**src/rtl/ysyx_22040759_decode_stage.sv**
```systemverilog
// Decode stage: registers one decoded RV64I/RV32I instruction behind a valid/ready handshake.
// Define YSYX_22040759_RVM_EN to also decode the M extension.
module ysyx_22040759_decode_stage #(
  parameter int XLEN = 64
) (
  input  logic            clk,
  input  logic            rst_n,
  input  logic            in_valid,
  output logic            in_ready,
  input  logic [31:0]     in_inst,
  input  logic [XLEN-1:0] in_pc,
  input  logic            flush,
  output logic            out_valid,
  input  logic            out_ready,
  output logic [XLEN-1:0] out_pc,
  output logic [XLEN-1:0] out_imm,
  output logic [4:0]      out_rs1,
  output logic [4:0]      out_rs2,
  output logic [4:0]      out_rd,
  output logic [4:0]      out_alu_sel,
  output logic [1:0]      out_alu_a_sel,
  output logic [1:0]      out_alu_b_sel,
  output logic [1:0]      out_pc_sel,
  output logic [1:0]      out_wreg_sel,
  output logic            out_reg_wen,
  output logic            out_mem_wen,
  output logic            out_mem_ren,
  output logic [2:0]      out_func3,
  output logic            out_illegal,
  output logic [15:0]     illegal_cnt
);

  if (XLEN != 32 && XLEN != 64) begin : g_bad_xlen
    $error("XLEN must be 32 or 64");
  end

`ifdef YSYX_22040759_RVM_EN
  localparam logic RVM_EN = 1'b1;
`else
  localparam logic RVM_EN = 1'b0;
`endif

  localparam logic [4:0] ALU_ADD    = 5'd0,  ALU_SUB    = 5'd1,  ALU_SLL   = 5'd2,
                         ALU_SLT    = 5'd3,  ALU_SLTU   = 5'd4,  ALU_XOR   = 5'd5,
                         ALU_SRL    = 5'd6,  ALU_SRA    = 5'd7,  ALU_OR    = 5'd8,
                         ALU_AND    = 5'd9,  ALU_ADDW   = 5'd10, ALU_SUBW  = 5'd11,
                         ALU_SLLW   = 5'd12, ALU_SRLW   = 5'd13, ALU_SRAW  = 5'd14,
                         ALU_MUL    = 5'd16, ALU_MULH   = 5'd17, ALU_MULHSU = 5'd18,
                         ALU_MULHU  = 5'd19, ALU_DIV    = 5'd20, ALU_DIVU  = 5'd21,
                         ALU_REM    = 5'd22, ALU_REMU   = 5'd23, ALU_MULW  = 5'd24,
                         ALU_DIVW   = 5'd25, ALU_DIVUW  = 5'd26, ALU_REMW  = 5'd27,
                         ALU_REMUW  = 5'd28;

  // a: rs1/pc/zero; b: rs2/imm/4; pc: +4/jal/jalr/branch unit; wreg: alu/mem/pc+4
  localparam logic [1:0] A_RS1 = 2'd0, A_PC = 2'd1, A_ZERO = 2'd2;
  localparam logic [1:0] B_RS2 = 2'd0, B_IMM = 2'd1, B_FOUR = 2'd2;
  localparam logic [1:0] PC_SEQ = 2'd0, PC_JAL = 2'd1, PC_JALR = 2'd2, PC_BRANCH = 2'd3;
  localparam logic [1:0] WB_ALU = 2'd0, WB_MEM = 2'd1, WB_PC4 = 2'd2;

  localparam logic [6:0] OPC_LUI = 7'b0110111, OPC_AUIPC = 7'b0010111, OPC_JAL = 7'b1101111,
                         OPC_JALR = 7'b1100111, OPC_BRANCH = 7'b1100011, OPC_LOAD = 7'b0000011,
                         OPC_STORE = 7'b0100011, OPC_OPIMM = 7'b0010011, OPC_OPIMM32 = 7'b0011011,
                         OPC_OP = 7'b0110011, OPC_OP32 = 7'b0111011, OPC_FENCE = 7'b0001111,
                         OPC_SYSTEM = 7'b1110011;

  localparam logic XLEN64 = (XLEN == 64);

  function automatic logic [4:0] base_alu(input logic [2:0] f3, input logic alt);
    case (f3)
      3'd0:    base_alu = alt ? ALU_SUB : ALU_ADD;
      3'd1:    base_alu = ALU_SLL;
      3'd2:    base_alu = ALU_SLT;
      3'd3:    base_alu = ALU_SLTU;
      3'd4:    base_alu = ALU_XOR;
      3'd5:    base_alu = alt ? ALU_SRA : ALU_SRL;
      3'd6:    base_alu = ALU_OR;
      default: base_alu = ALU_AND;
    endcase
  endfunction

  function automatic logic [4:0] mul_alu(input logic [2:0] f3);
    case (f3)
      3'd0:    mul_alu = ALU_MUL;
      3'd1:    mul_alu = ALU_MULH;
      3'd2:    mul_alu = ALU_MULHSU;
      3'd3:    mul_alu = ALU_MULHU;
      3'd4:    mul_alu = ALU_DIV;
      3'd5:    mul_alu = ALU_DIVU;
      3'd6:    mul_alu = ALU_REM;
      default: mul_alu = ALU_REMU;
    endcase
  endfunction

  logic [6:0]  opcode, funct7;
  logic [2:0]  funct3;
  logic [31:0] imm_i, imm_s, imm_b, imm_u, imm_j, d_imm32;
  logic [4:0]  d_alu;
  logic [1:0]  d_a_sel, d_b_sel, d_pc_sel, d_wreg_sel;
  logic        d_reg_wen, d_mem_wen, d_mem_ren, d_ill;
  logic        shamt_hi_zero, sra_hi_ok, accept;

  assign opcode = in_inst[6:0];
  assign funct3 = in_inst[14:12];
  assign funct7 = in_inst[31:25];

  assign imm_i = {{20{in_inst[31]}}, in_inst[31:20]};
  assign imm_s = {{20{in_inst[31]}}, in_inst[31:25], in_inst[11:7]};
  assign imm_b = {{20{in_inst[31]}}, in_inst[7], in_inst[30:25], in_inst[11:8], 1'b0};
  assign imm_u = {in_inst[31:12], 12'b0};
  assign imm_j = {{12{in_inst[31]}}, in_inst[19:12], in_inst[20], in_inst[30:21], 1'b0};

  // shamt[5] is only a valid shift-amount bit on 64-bit datapaths
  assign shamt_hi_zero = XLEN64 ? (in_inst[31:26] == 6'b0) : (in_inst[31:25] == 7'b0);
  assign sra_hi_ok     = (in_inst[31:26] == 6'b010000) && (XLEN64 || !in_inst[25]);

  always_comb begin
    d_imm32    = 32'b0;
    d_alu      = ALU_ADD;
    d_a_sel    = A_RS1;
    d_b_sel    = B_RS2;
    d_pc_sel   = PC_SEQ;
    d_wreg_sel = WB_ALU;
    d_reg_wen  = 1'b0;
    d_mem_wen  = 1'b0;
    d_mem_ren  = 1'b0;
    d_ill      = 1'b0;
    case (opcode)
      OPC_LUI: begin
        d_imm32 = imm_u; d_a_sel = A_ZERO; d_b_sel = B_IMM; d_reg_wen = 1'b1;
      end
      OPC_AUIPC: begin
        d_imm32 = imm_u; d_a_sel = A_PC; d_b_sel = B_IMM; d_reg_wen = 1'b1;
      end
      OPC_JAL: begin
        d_imm32 = imm_j; d_a_sel = A_PC; d_b_sel = B_FOUR;
        d_pc_sel = PC_JAL; d_wreg_sel = WB_PC4; d_reg_wen = 1'b1;
      end
      OPC_JALR: begin
        d_imm32 = imm_i; d_a_sel = A_PC; d_b_sel = B_FOUR;
        d_pc_sel = PC_JALR; d_wreg_sel = WB_PC4; d_reg_wen = 1'b1;
        d_ill = (funct3 != 3'd0);
      end
      OPC_BRANCH: begin
        d_imm32 = imm_b; d_alu = ALU_SUB; d_pc_sel = PC_BRANCH;
        d_ill = (funct3 == 3'd2) || (funct3 == 3'd3);
      end
      OPC_LOAD: begin
        d_imm32 = imm_i; d_b_sel = B_IMM; d_mem_ren = 1'b1;
        d_reg_wen = 1'b1; d_wreg_sel = WB_MEM;
        d_ill = (funct3 == 3'd7) || (!XLEN64 && (funct3 == 3'd3 || funct3 == 3'd6));
      end
      OPC_STORE: begin
        d_imm32 = imm_s; d_b_sel = B_IMM; d_mem_wen = 1'b1;
        d_ill = funct3[2] || (!XLEN64 && funct3 == 3'd3);
      end
      OPC_OPIMM: begin
        d_imm32 = imm_i; d_b_sel = B_IMM; d_reg_wen = 1'b1;
        case (funct3)
          3'd1:    if (shamt_hi_zero) d_alu = ALU_SLL; else d_ill = 1'b1;
          3'd5: begin
            if (shamt_hi_zero)  d_alu = ALU_SRL;
            else if (sra_hi_ok) d_alu = ALU_SRA;
            else                d_ill = 1'b1;
          end
          default: d_alu = base_alu(funct3, 1'b0);
        endcase
      end
      OPC_OPIMM32: begin
        d_imm32 = imm_i; d_b_sel = B_IMM; d_reg_wen = 1'b1;
        if (!XLEN64) d_ill = 1'b1;
        else if (funct3 == 3'd0) d_alu = ALU_ADDW;
        else if (funct3 == 3'd1 && funct7 == 7'b0) d_alu = ALU_SLLW;
        else if (funct3 == 3'd5 && funct7 == 7'b0) d_alu = ALU_SRLW;
        else if (funct3 == 3'd5 && funct7 == 7'b0100000) d_alu = ALU_SRAW;
        else d_ill = 1'b1;
      end
      OPC_OP: begin
        d_reg_wen = 1'b1;
        if (funct7 == 7'b0) d_alu = base_alu(funct3, 1'b0);
        else if (funct7 == 7'b0100000 && (funct3 == 3'd0 || funct3 == 3'd5))
          d_alu = base_alu(funct3, 1'b1);
        else if (funct7 == 7'b0000001 && RVM_EN) d_alu = mul_alu(funct3);
        else d_ill = 1'b1;
      end
      OPC_OP32: begin
        d_reg_wen = 1'b1;
        if (!XLEN64) d_ill = 1'b1;
        else if (funct7 == 7'b0 && funct3 == 3'd0) d_alu = ALU_ADDW;
        else if (funct7 == 7'b0 && funct3 == 3'd1) d_alu = ALU_SLLW;
        else if (funct7 == 7'b0 && funct3 == 3'd5) d_alu = ALU_SRLW;
        else if (funct7 == 7'b0100000 && funct3 == 3'd0) d_alu = ALU_SUBW;
        else if (funct7 == 7'b0100000 && funct3 == 3'd5) d_alu = ALU_SRAW;
        else if (funct7 == 7'b0000001 && RVM_EN) begin
          case (funct3)
            3'd0:    d_alu = ALU_MULW;
            3'd4:    d_alu = ALU_DIVW;
            3'd5:    d_alu = ALU_DIVUW;
            3'd6:    d_alu = ALU_REMW;
            3'd7:    d_alu = ALU_REMUW;
            default: d_ill = 1'b1;
          endcase
        end
        else d_ill = 1'b1;
      end
      OPC_FENCE:  d_ill = (funct3 != 3'd0);
      OPC_SYSTEM: d_ill = !(in_inst == 32'h0000_0073 || in_inst == 32'h0010_0073);
      default:    d_ill = 1'b1;
    endcase
    // an illegal instruction must not cause any architectural side effect
    if (d_ill) begin
      d_alu = ALU_ADD; d_a_sel = A_RS1; d_b_sel = B_RS2;
      d_pc_sel = PC_SEQ; d_wreg_sel = WB_ALU;
      d_reg_wen = 1'b0; d_mem_wen = 1'b0; d_mem_ren = 1'b0;
    end
  end

  assign in_ready = !out_valid || out_ready;
  assign accept   = in_valid && in_ready && !flush;

  always_ff @(posedge clk) begin
    if (!rst_n) begin
      out_valid     <= 1'b0;
      out_pc        <= '0;
      out_imm       <= '0;
      out_rs1       <= '0;
      out_rs2       <= '0;
      out_rd        <= '0;
      out_alu_sel   <= '0;
      out_alu_a_sel <= '0;
      out_alu_b_sel <= '0;
      out_pc_sel    <= '0;
      out_wreg_sel  <= '0;
      out_reg_wen   <= 1'b0;
      out_mem_wen   <= 1'b0;
      out_mem_ren   <= 1'b0;
      out_func3     <= '0;
      out_illegal   <= 1'b0;
      illegal_cnt   <= '0;
    end else if (flush) begin
      out_valid <= 1'b0;
    end else if (accept) begin
      out_valid     <= 1'b1;
      out_pc        <= in_pc;
      out_imm       <= XLEN'($signed(d_imm32));
      out_rs1       <= in_inst[19:15];
      out_rs2       <= in_inst[24:20];
      out_rd        <= in_inst[11:7];
      out_alu_sel   <= d_alu;
      out_alu_a_sel <= d_a_sel;
      out_alu_b_sel <= d_b_sel;
      out_pc_sel    <= d_pc_sel;
      out_wreg_sel  <= d_wreg_sel;
      out_reg_wen   <= d_reg_wen;
      out_mem_wen   <= d_mem_wen;
      out_mem_ren   <= d_mem_ren;
      out_func3     <= funct3;
      out_illegal   <= d_ill;
      if (d_ill && illegal_cnt != 16'hFFFF) illegal_cnt <= illegal_cnt + 16'd1;
    end else if (out_ready) begin
      out_valid <= 1'b0;
    end
  end

endmodule

```
**config.mk**
```make
export PLATFORM = sky130hd
export DESIGN_NAME = ysyx_22040759_decode_stage
export DESIGN_NICKNAME = d
export VERILOG_FILES = /design/src/rtl/ysyx_22040759_decode_stage.sv
export SDC_FILE = /design/constraint.sdc
export NUM_CORES = 1
export LEC_CHECK = 0
export ABC_AREA = 1
export BUFFER_PORTS_ARGS = -buffer_cell sky130_fd_sc_hd__buf_2
export CAP_MARGIN = 15
export CORE_MARGIN = 5
export CORE_UTILIZATION = 50
export CTS_BUF_LIST = sky130_fd_sc_hd__clkbuf_8
export DETAILED_ROUTE_END_ITERATION = 10
export HOLD_SLACK_MARGIN = 0.1
export MAX_ROUTING_LAYER = met4
export PLACE_DENSITY = 0.88
export SYNTH_ARGS = -nofsm -noshare
export SYNTH_HDL_FRONTEND = slang
export SYNTH_SLANG_ARGS = --single-unit
```
**constraint.sdc**
```tcl
create_clock -name clk -period 1.71 [get_ports clk]
set_input_delay 0.171 -clock clk [delete_from_list [all_inputs] [get_ports clk]]
set_output_delay 0.171 -clock clk [all_outputs]
set_load 0.01 [all_outputs]
```
==> results of run 1 <==
-- cells in the mapped netlist (all sizes together) --
cell,n,area [µm²]
o2bb2ai,1,8.76
inv,89,334
dfxtp,146,2920
nand2,189,729
nand3,33,198
a22o,1,8.76
a211oi,1,7.51
nor2,219,896
conb,1,3.75
clkinv,1,3.75
xnor2,1,8.76
ha,1,12.5
nand4,17,106
o21ai,123,627
o22ai,7,43.8
nor3,7,46.3
xor2,2,17.5
a31oi,1,6.26
clkbuf,33,124
a21oi,58,294
o211ai,8,60.1
buf,50,353
-- flip-flops by register name (all words and copies together) (netlist names) --
name	count
out_rs2	5
out_rd	5
illegal_cnt	16
out_pc_sel	2
out_reg_wen	1
out_imm	32
out_illegal	1
out_alu_a_sel	2
out_valid	1
out_rs1	5
out_mem_ren	1
out_func3	3
out_mem_wen	1
out_alu_b_sel	2
out_alu_sel	4
out_pc	64
out_wreg_sel	1
-- through the flow --
stage / area [µm²] / hold WS, ns / total power, mW / std cells
finish: 9930 / 0.142 / 7.72 / 1555
global route: 9930 / 0.137 / 7.99 / 1555
CTS: 9820 / 0.114 / 7.64 / 1551
detailed placement: 8600 / 0.398 / 4.75 / 1439
global placement: 8600 / 0.391 / 4.72 / 1439
floorplan: 6810 / 0.249 / 4.24 / 989
-- worst max-delay path by stage --
stage                                startpoint                            to  slack [ns]  cells after the start
global placement                    in_inst[27]   illegal_cnt[4]$_SDFFE_PN0P_       -0.12                     15
finish              illegal_cnt[0]$_SDFFE_PN0P_  illegal_cnt[10]$_SDFFE_PN0P_        0.09                     13
floorplan           illegal_cnt[1]$_SDFFE_PN0P_   illegal_cnt[1]$_SDFFE_PN0P_        0.12                     11
detailed placement                  in_inst[27]   illegal_cnt[4]$_SDFFE_PN0P_       -0.19                     14
global route        illegal_cnt[0]$_SDFFE_PN0P_   illegal_cnt[8]$_SDFFE_PN0P_       -0.05                     13
CTS                 illegal_cnt[0]$_SDFFE_PN0P_   illegal_cnt[4]$_SDFFE_PN0P_        0.01                     13
-- area by class of cell --
type                            count  area share
Clock buffer                       17      0.0236
Clock inverter                     13      0.0162
Inverter                           90      0.0341
Multi-Input combinational cell    670       0.316
Sequential cell                   146       0.295
Tap cell                          176      0.0222
Timing Repair Buffer              443       0.293
-- power groups by stage --
stage,combinational [mW],sequential (mW),clock [mW]
6_report,1.25,3.65,2.82
5_1_grt,1.34,3.67,2.98
4_1_cts,1.18,3.64,2.82
3_5_place_dp,1.03,3.71,0
3_3_place_gp,1.01,3.71,0
2_1_floorplan,0.455,3.79,0
-- tightest hold or removal path, cell delays in order --
cell,delay (ns)
buf_2,0.12
inv_1,0.06
o21ai_0,0.08
nand2_1,0.06
a21oi_1,0.05
-- what timing repair did --
action,in CTS,in global routing
hold buffers,80,0
buffers inserted,2,3
setup endpoints to repair,11,20
pin swaps,1,9
hold endpoints to repair,80,0
gates resized for setup,2,20
cloned,0,1
-- layer usage --
layer | vias to the layer above | GRT usage | share of wire
met5 | - | - | 0
met4 | 0 | 0.174 | 0.050
met3 | 96 | 0.0773 | 0.097
met2 | 532 | 0.498 | 0.48
met1 | 3716 | 0.350 | 0.38
li1 | 3870 | - | -
-- kinds of logic after synthesis --
family,count (synthesis),share of synthesized area
flip-flops,146,0.429
AND/OR/NAND/NOR,465,0.290
buffers and inverters,173,0.120
XOR/XNOR,3,0.00386
adder cells (fa/ha/maj),1,0.00184
other,1,0.000551
AO/OA/AOI/OAI,200,0.155
==> metrics, run 1 <==
Internal Power 5.53 mW; Sw Share 0.283; total I/O pin count 282; DRC 0; deepest clock path buffer count 2; Leak Pwr 5.17 nW; crit end category flip-flop; VDD IR max 0.000659 V; unique cell type count in the Yosys netlist 36; # setup viols final 0; Detailed Place HPWL 16.2 mm; CTS sink count 146; pre-CTS setup slack -0.191 ns; initial antenna violation count 0; Hold Crit Class input pin to flip-flop; cell family with most CP delay simple AND/OR/NAND/NOR gates; Final period util 0.948; Syn Nets 1091; clock root buffer master clkbuf_8; number of global-route vias before repair 7744; CTS tree yes; vias per cell 5.28; reg2reg start illegal_cnt[0]$_SDFFE_PN0P_; Syn Inst Count 989; achievable frequency 617 MHz; commonest non-fill, non-tap cell in the layout buf_2; CP required 2.10 ns; minimum clock period 1.62 ns; Routed Wire Length 25.6 mm; max incr delay on CP 0.38 ns; routability cong. 0.933; Final #Nets 1470; share of post-route cells with drive strength above 1 0.324; sequential area share after synthesis 0.429; die area 0.0161 mm²; First-pass DRT Iterations 6; Setup TNS 0 ns; row cnt 42; #FFs+latches synth 146; antenna violation net count after detailed routing 0; r2r worst-path depth 13; Setup CP Type flip-flop to flip-flop; NetSw 2.19 mW; diodes inserted 0; startpoint types flip-flop; commonest non-fill, non-tap cells in the layout buf_2, nor2_1, nand2_1; mapped cell area 0.00681 mm²; routed len/inst 16.4 µm; Crit-path slowest cell dfxtp_4; Die Wd 127 µm; crit path cell chain ha_4 -> nand2_2 -> inv_2 -> nand2_2 -> buf_4 -> buf_4 -> inv_1 -> nand2_1 -> nor2_1 -> nand3_1 -> nand2_1 -> inv_1 -> nor2_1; skew final 0.0152 ns; PwrDens 777 mW/mm²; Hold Path End out_imm[26]$_SDFFE_PN0P_; Hold Path Depth 5; GRT Total Usage 0.308; Reg area 0.00293 mm²; combinational power share 0.161; largest net degree at the start of global routing 103; Synth Warn # 0; final worst slack 0.0896 ns; cts bufs inserted 17; Worst-path clk slew 0.08 ns; area of the multi-input gates 0.00314 mm²; Layout area overhead 45.8%; overall via count from detail_route 8214; die height 127 µm; Iter 0 DRT Violations 695; global-route wire length before repair 38.6 mm; Arr. time, crit path 2.01 ns; Fill cells 950; syn avg cell area 6.89 µm²; HP Start in_inst[26]; clock share of power 0.365; Starting Density 0.512; status finished, final reports clean; gr ovfl total 0; RR Endpoint illegal_cnt[10]$_SDFFE_PN0P_; # port buffers 280; CTS H-tree lvls 4; max-cap viol count 0; Sequential Power Share 0.473; Final Hold Fails 0; Worst-Skew Late Latency 0.46 ns; crit path max fanout 2; Pins Over Slew Limit 0; worst reg2reg setup slack 0.09 ns; worst path buffer plus inverter count 5; final core occ 0.747; Core ar. 0.0133 mm²
(Power assumes the default switching activity.)
==> run 2: changes to the inputs <==
--- a/config.mk
+++ b/config.mk
@@ -12,6 +12,7 @@
 export CORE_UTILIZATION = 50
 export CTS_BUF_LIST = sky130_fd_sc_hd__clkbuf_8
 export DETAILED_ROUTE_END_ITERATION = 10
+export GPL_TIMING_DRIVEN = 0
 export HOLD_SLACK_MARGIN = 0.1
 export MAX_ROUTING_LAYER = met4
 export PLACE_DENSITY = 0.88
==> metrics, run 2 (synthesized netlist as in run 1, its figures left out) <==
Layout area overhead 46.1%; die height 127 µm (unchanged); clock root buffer master clkbuf_8; Largest regs out_pc (64), out_imm (32), illegal_cnt (16); overall via count from detail_route 8461 (+3.0%); CTS H-tree lvls 4 (unchanged); Slew @ Worst Pin 0.785 ns; Setup CP Type input pin to flip-flop; Final #Nets 1484 (+0.95%); Detailed Place HPWL 18.1 mm (+11%); CTS sink count 146 (unchanged); DRC 0 (unchanged); commonest non-fill, non-tap cells in the layout buf_2, nor2_1, nand2_1; Design Area, Final 0.00995 mm² (+0.19%); Hold Crit Class input pin to flip-flop; RSZ-0062 raised after global routing yes; vias per cell 5.39 (+2.0%); # setup viols final 1 (+1); row cnt 42 (unchanged); Die Wd 127 µm (unchanged); Final Power 7.94 mW (+2.8%); Routed Wire Length 27.1 mm (+5.9%); status complete, but fails checks; commonest non-fill, non-tap cell in the layout buf_2; Arr. time, crit path 2.06 ns (+0.05 ns); failing checks negative setup slack; Core ar. 0.0133 mm² (unchanged); diodes inserted 0 (unchanged); skew final 0.0158 ns (+0.000513 ns); Rel. slew slack 0.473; max-cap viol count 0 (unchanged); # port buffers 279 (-0.36%); antenna violation net count after detailed routing 0 (unchanged); Leak Pwr 5.21 nW (+0.81%); initial antenna violation count 0 (unchanged); achievable frequency 584 MHz (-5.3%); Worst-Skew Late Latency 0.46 ns (about the same); share of post-route cells with drive strength above 1 0.325 (+0.00130); Worst-path clk slew 0.08 ns (about the same); total I/O pin count 282 (unchanged); cell family with most CP delay buffers and inverters; startpoint types input pin; Iter 0 DRT Violations 794 (+14%); number of flip-flops in the largest register 64 (unchanged); VDD IR max 0.000643 V (-2.6%); largest net degree at the start of global routing 35 (-66%); minimum clock period 1.71 ns (+0.0915 ns); PwrDens 798 mW/mm² (+2.6%); Final Hold Fails 0 (unchanged); reg2reg start out_valid$_SDFFE_PP0P_; HP Start in_inst[18]; deepest clock path buffer count 2 (unchanged); crit path cell chain dlygate4sd3_1 -> buf_2 -> nor3_4 -> buf_4 -> inv_4 -> clkbuf_4 -> clkbuf_4 -> nor2_1 -> nor2_1; die area 0.0161 mm² (unchanged); routability cong. 0.972 (+4.3%); max incr delay on CP 0.54 ns (+0.16 ns); number of global-route vias before repair 8112 (+4.8%); final worst slack -0.00185 ns (-0.0915 ns); WHS 0.133 ns (-0.00888 ns); Starting Density 0.512 (unchanged); Most flops, register out_pc; Setup crit start flush; routed len/inst 17.2 µm (+4.8%); Final period util 1.00 (+0.0535); First-pass DRT Iterations 5 (-1); CTS tree yes; cts bufs inserted 17 (unchanged); crit path max fanout 10 (+8); global-route wire length before repair 41.0 mm (+6.1%); gr ovfl total 0 (unchanged); Pins Over Slew Limit 0 (unchanged); worst path buffer plus inverter count 6 (+1); Setup TNS -0.00185 ns (-0.00185 ns); dpl cell area 0.00843 mm² (-2.0%); Crit-path slowest cell dlygate4sd3_1; crit end category flip-flop; GRT Total Usage 0.328 (+0.0191); CP required 2.06 ns (-0.04 ns)
-- run 2: cell count changes in the layout (fill, tap and decap cells not counted), sizes merged --
cell / previous run / this run
bufinv: 3 / 4
buf: 362 / 343
inv: 90 / 94
dlygate4sd3: 80 / 84
clkbuf: 18 / 48
clkinvlp: 4 / 0
-- run 2: tightest hold or removal path: cells and delay by family --
family | cells | cell delay [ns]
buf+inv | 1 | 0.13
simple gates | 2 | 0.10
compound gates | 2 | 0.13
-- run 2: report_power, final --
| group | leakage, nW | switching (mW) | internal [mW] |
|---|---|---|---|
| registers | 1.20 | 0.0997 | 3.56 |
| logic | 3.79 | 0.732 | 0.528 |
| clock network | 0.229 | 1.39 | 1.63 |
| total | 5.21 | 2.22 | 5.71 |
-- run 2: cell type report --
| type | instances | area, µm² |
|---|---|---|
| fillers | 994 | 3340 |
| multi-input cells | 670 | 3140 |
| flip-flops and latches | 146 | 2940 |
| repair buffers | 376 | 2340 |
| plain buffers | 81 | 543 |
| inverters | 90 | 340 |
| clock buffers | 18 | 248 |
| well taps | 176 | 220 |
| clock inverters | 14 | 184 |
-- run 2: through the flow --
stage               instances  setup slack, ns   util
floorplan                 989            0.121      -
global placement         1444           -0.393  0.634
detailed placement       1444           -0.396  0.634
CTS                      1566          0.00500  0.740
global route             1571          -0.0427  0.749
finish                   1571         -0.00185  0.749
-- run 2: worst paths after layout --
| path | end | slack, ns | cells after the start |
|---|---|---|---|
| min | out_imm[18]$_SDFFE_PN0P_ | 0.13 | 5 |
| min reg2reg | out_imm[20]$_SDFFE_PN0P_ | 0.46 | 2 |
| max reg2reg | out_pc[58]$_SDFFE_PN0P_ | -0.002 | 9 |
| max | out_pc[58]$_SDFFE_PN0P_ | -0.002 | 9 |
-- run 2: repair_timing --
action                                  4_1_cts  5_1_grt
endpoints found under the setup margin      152      144
pin swaps                                     2        7
hold buffers                                 84        0
cloned                                        0        1
buffers inserted                              7        5
hold endpoints to repair                     84        0
resized for setup                            43       40
-- run 2: per-layer routing --
metal / share of wire / track usage
met1: 0.38 / 0.373
met2: 0.47 / 0.529
met3: 0.10 / 0.0824
met4: 0.051 / 0.176
met5: 0 / -
==> run 3: changes to the inputs <==
==> constraint.sdc (replaced) <==
create_clock -name clk -period 1.71 [get_ports clk]
set_input_delay 0.171 -clock clk [delete_from_list [all_inputs] [get_ports clk]]
set_output_delay 0.171 -clock clk [all_outputs]
set_load 0.1 [all_outputs]
==> metrics, run 3 (synthesized netlist as in run 1, its figures left out) <==
status finished, final reports clean; final core occ 0.752 (+0.00320); Hold Path Depth 3 (-2); largest net degree at the start of global routing 35 (unchanged); initial antenna violation count 0 (unchanged); Die Wd 127 µm (unchanged); GRT Total Usage 0.328 (+0.000878); Arr. time, crit path 2.06 ns (about the same); # setup viols final 0 (-1); antenna violation net count after detailed routing 0 (unchanged); routed wl met3 2.49 mm (-8.7%); non-filler instance count after layout 1571 (unchanged); clock root buffer master clkbuf_8; Layout area overhead 46.7%; diodes inserted 0 (unchanged); Core ar. 0.0133 mm² (unchanged); Internal Power 5.10 mW (-11%); achievable frequency 588 MHz (+0.58%); First-pass DRT Iterations 5 (unchanged); Leak Pwr 5.19 nW (-0.46%); Final Hold Fails 0 (unchanged); Pins Over Slew Limit 0 (unchanged); commonest non-fill, non-tap cell in the layout buf_2; Final #Nets 1484 (unchanged); highest metal used met4; DRC 0 (unchanged); Hold Crit Class input pin to flip-flop; dpl cell area 0.00851 mm² (+0.92%); PwrDens 846 mW/mm² (+6.1%); met2 wire len 12.8 mm (+0.46%); Most flops, register out_pc; wl on met1 10.2 mm (about the same); minimum clock period 1.70 ns (-0.00989 ns); Starting Density 0.512 (unchanged); final worst slack 0.00804 ns (+0.00989 ns); share of post-route cells with drive strength above 1 0.324 (-0.00143); crit path max fanout 10 (unchanged); commonest non-fill, non-tap cells in the layout buf_2, nor2_1, nand2_1; number of flip-flops in the largest register 64 (unchanged); routed len/inst 17.1 µm (-0.95%); combinational power share 0.281 (+0.122); CTS sink count 146 (unchanged); overall via count from detail_route 8304 (-1.9%); die height 127 µm (unchanged); crit end category flip-flop; # port buffers 279 (unchanged); HP Start rst_n; Design Area, Final 0.00999 mm² (+0.43%); startpoint types input pin; max-cap viol count 0 (unchanged); Worst-Skew Late Latency 0.47 ns (about the same); Detailed Place HPWL 17.8 mm (-1.4%); worst reg2reg setup slack 0.02 ns (+0.02 ns); row cnt 42 (unchanged); Rel. slew slack 0.549 (+0.0764); CTS H-tree lvls 4 (unchanged); Iter 0 DRT Violations 834 (+5.0%); skew final 0.0121 ns (-0.00363 ns); total I/O pin count 282 (unchanged); die area 0.0161 mm² (unchanged); global-route wire length before repair 40.9 mm (-0.30%); Worst-path clk slew 0.08 ns (about the same); CTS tree yes; Sequential Power Share 0.430 (-0.031); Sw Share 0.397 (+0.116); reg2reg start out_valid$_SDFFE_PP0P_; Largest regs out_pc (64), out_imm (32), illegal_cnt (16); gr ovfl total 0 (unchanged); Final period util 0.995 (-0.00578); Setup CP Type input pin to flip-flop; RR Endpoint out_imm[7]$_SDFFE_PN0P_; r2r worst-path depth 10 (+1); CP required 2.06 ns (about the same); clock share of power 0.289 (-0.092); Placed Cells 1444 (unchanged); RSZ-0062 raised after global routing yes; number of global-route vias before repair 8071 (-0.51%); Hold Path End out_alu_b_sel[0]$_SDFFE_PN0P_; Slew @ Worst Pin 0.676 ns (-0.109 ns); pre-CTS setup slack -0.447 ns (-0.0509 ns); vias per cell 5.29 (-1.9%); NetSw 3.36 mW (+51%); cts bufs inserted 17 (unchanged); routability cong. 0.971 (-0.15%); VDD IR max 0.000721 V (+12%); Routed Wire Length 26.8 mm (-0.95%); deepest clock path buffer count 2 (unchanged)
[run 3: worst max-delay path, stage by stage]
cell and delay [ns]:
dlygate4sd3_1 0.55, buf_2 0.16, nor3_4 0.15, buf_4 0.18, buf_4 0.12, buf_4 0.12
clkbuf_2 0.23, o21ai_0 0.18, o211ai_1 0.13, inv_1 0.07
[run 3: timing repair]
item                                   in CTS  in global routing
hold buffers                               85                  1
pin swaps                                   1                  6
setup buffers                               2                  6
setup endpoints to repair                 145                139
resized for setup                          43                 49
gates cloned                                0                  2
endpoints found under the hold margin      84                  1
[run 3: how the worst max path moves through the flow]
stage / slack, ns / depth (start not counted) / start / to
3_5_place_dp: -0.45 / 7 / out_valid$_SDFFE_PP0P_ / out_alu_sel[3]$_SDFFE_PN0P_
4_1_cts: -0.1 / 8 / out_valid$_SDFFE_PP0P_ / out_pc[46]$_SDFFE_PN0P_
2_1_floorplan: -0.004 / 12 / illegal_cnt[1]$_SDFFE_PN0P_ / illegal_cnt[6]$_SDFFE_PN0P_
3_3_place_gp: -0.44 / 7 / out_valid$_SDFFE_PP0P_ / out_alu_sel[3]$_SDFFE_PN0P_
5_1_grt: -0.05 / 11 / illegal_cnt[1]$_SDFFE_PN0P_ / illegal_cnt[2]$_SDFFE_PN0P_
6_report: 0.008 / 10 / flush / out_imm[7]$_SDFFE_PN0P_
[run 3: power groups by stage]
stage | logic [mW] | registers [mW] | clock network, mW
floorplan | 0.511 | 4.84 | 0
global placement | 2.11 | 3.70 | 0
detailed placement | 2.12 | 3.70 | 0
CTS | 2.29 | 3.63 | 2.43
global route | 2.48 | 3.65 | 2.62
finish | 2.38 | 3.64 | 2.44
[run 3: routing by layer]
metal / vias to the layer above / GRT usage
li1: 3913 / -
met2: 495 / 0.540
met5: - / -
met4: 0 / 0.169
met3: 105 / 0.0815
met1: 3791 / 0.370
[run 3: layout make-up]
class | instances | area [µm²]
fill | 935 | 3300
multi-input combinational | 670 | 3150
sequential | 146 | 2980
timing repair buffer | 374 | 2460
buffer | 83 | 512
inverter | 90 | 343
clock buffer | 18 | 248
tap | 176 | 220
clock inverter | 14 | 91.3
[run 3: through the flow]
step | power, mW | setup TNS, ns | hold slack [ns]
floorplan | 5.35 | -0.00364 | 0.240
global placement | 5.81 | -34.72 | 0.391
detailed placement | 5.83 | -36.83 | 0.397
CTS | 8.35 | -1.98 | 0.103
global route | 8.75 | -0.474 | 0.100
finish | 8.46 | 0 | 0.101
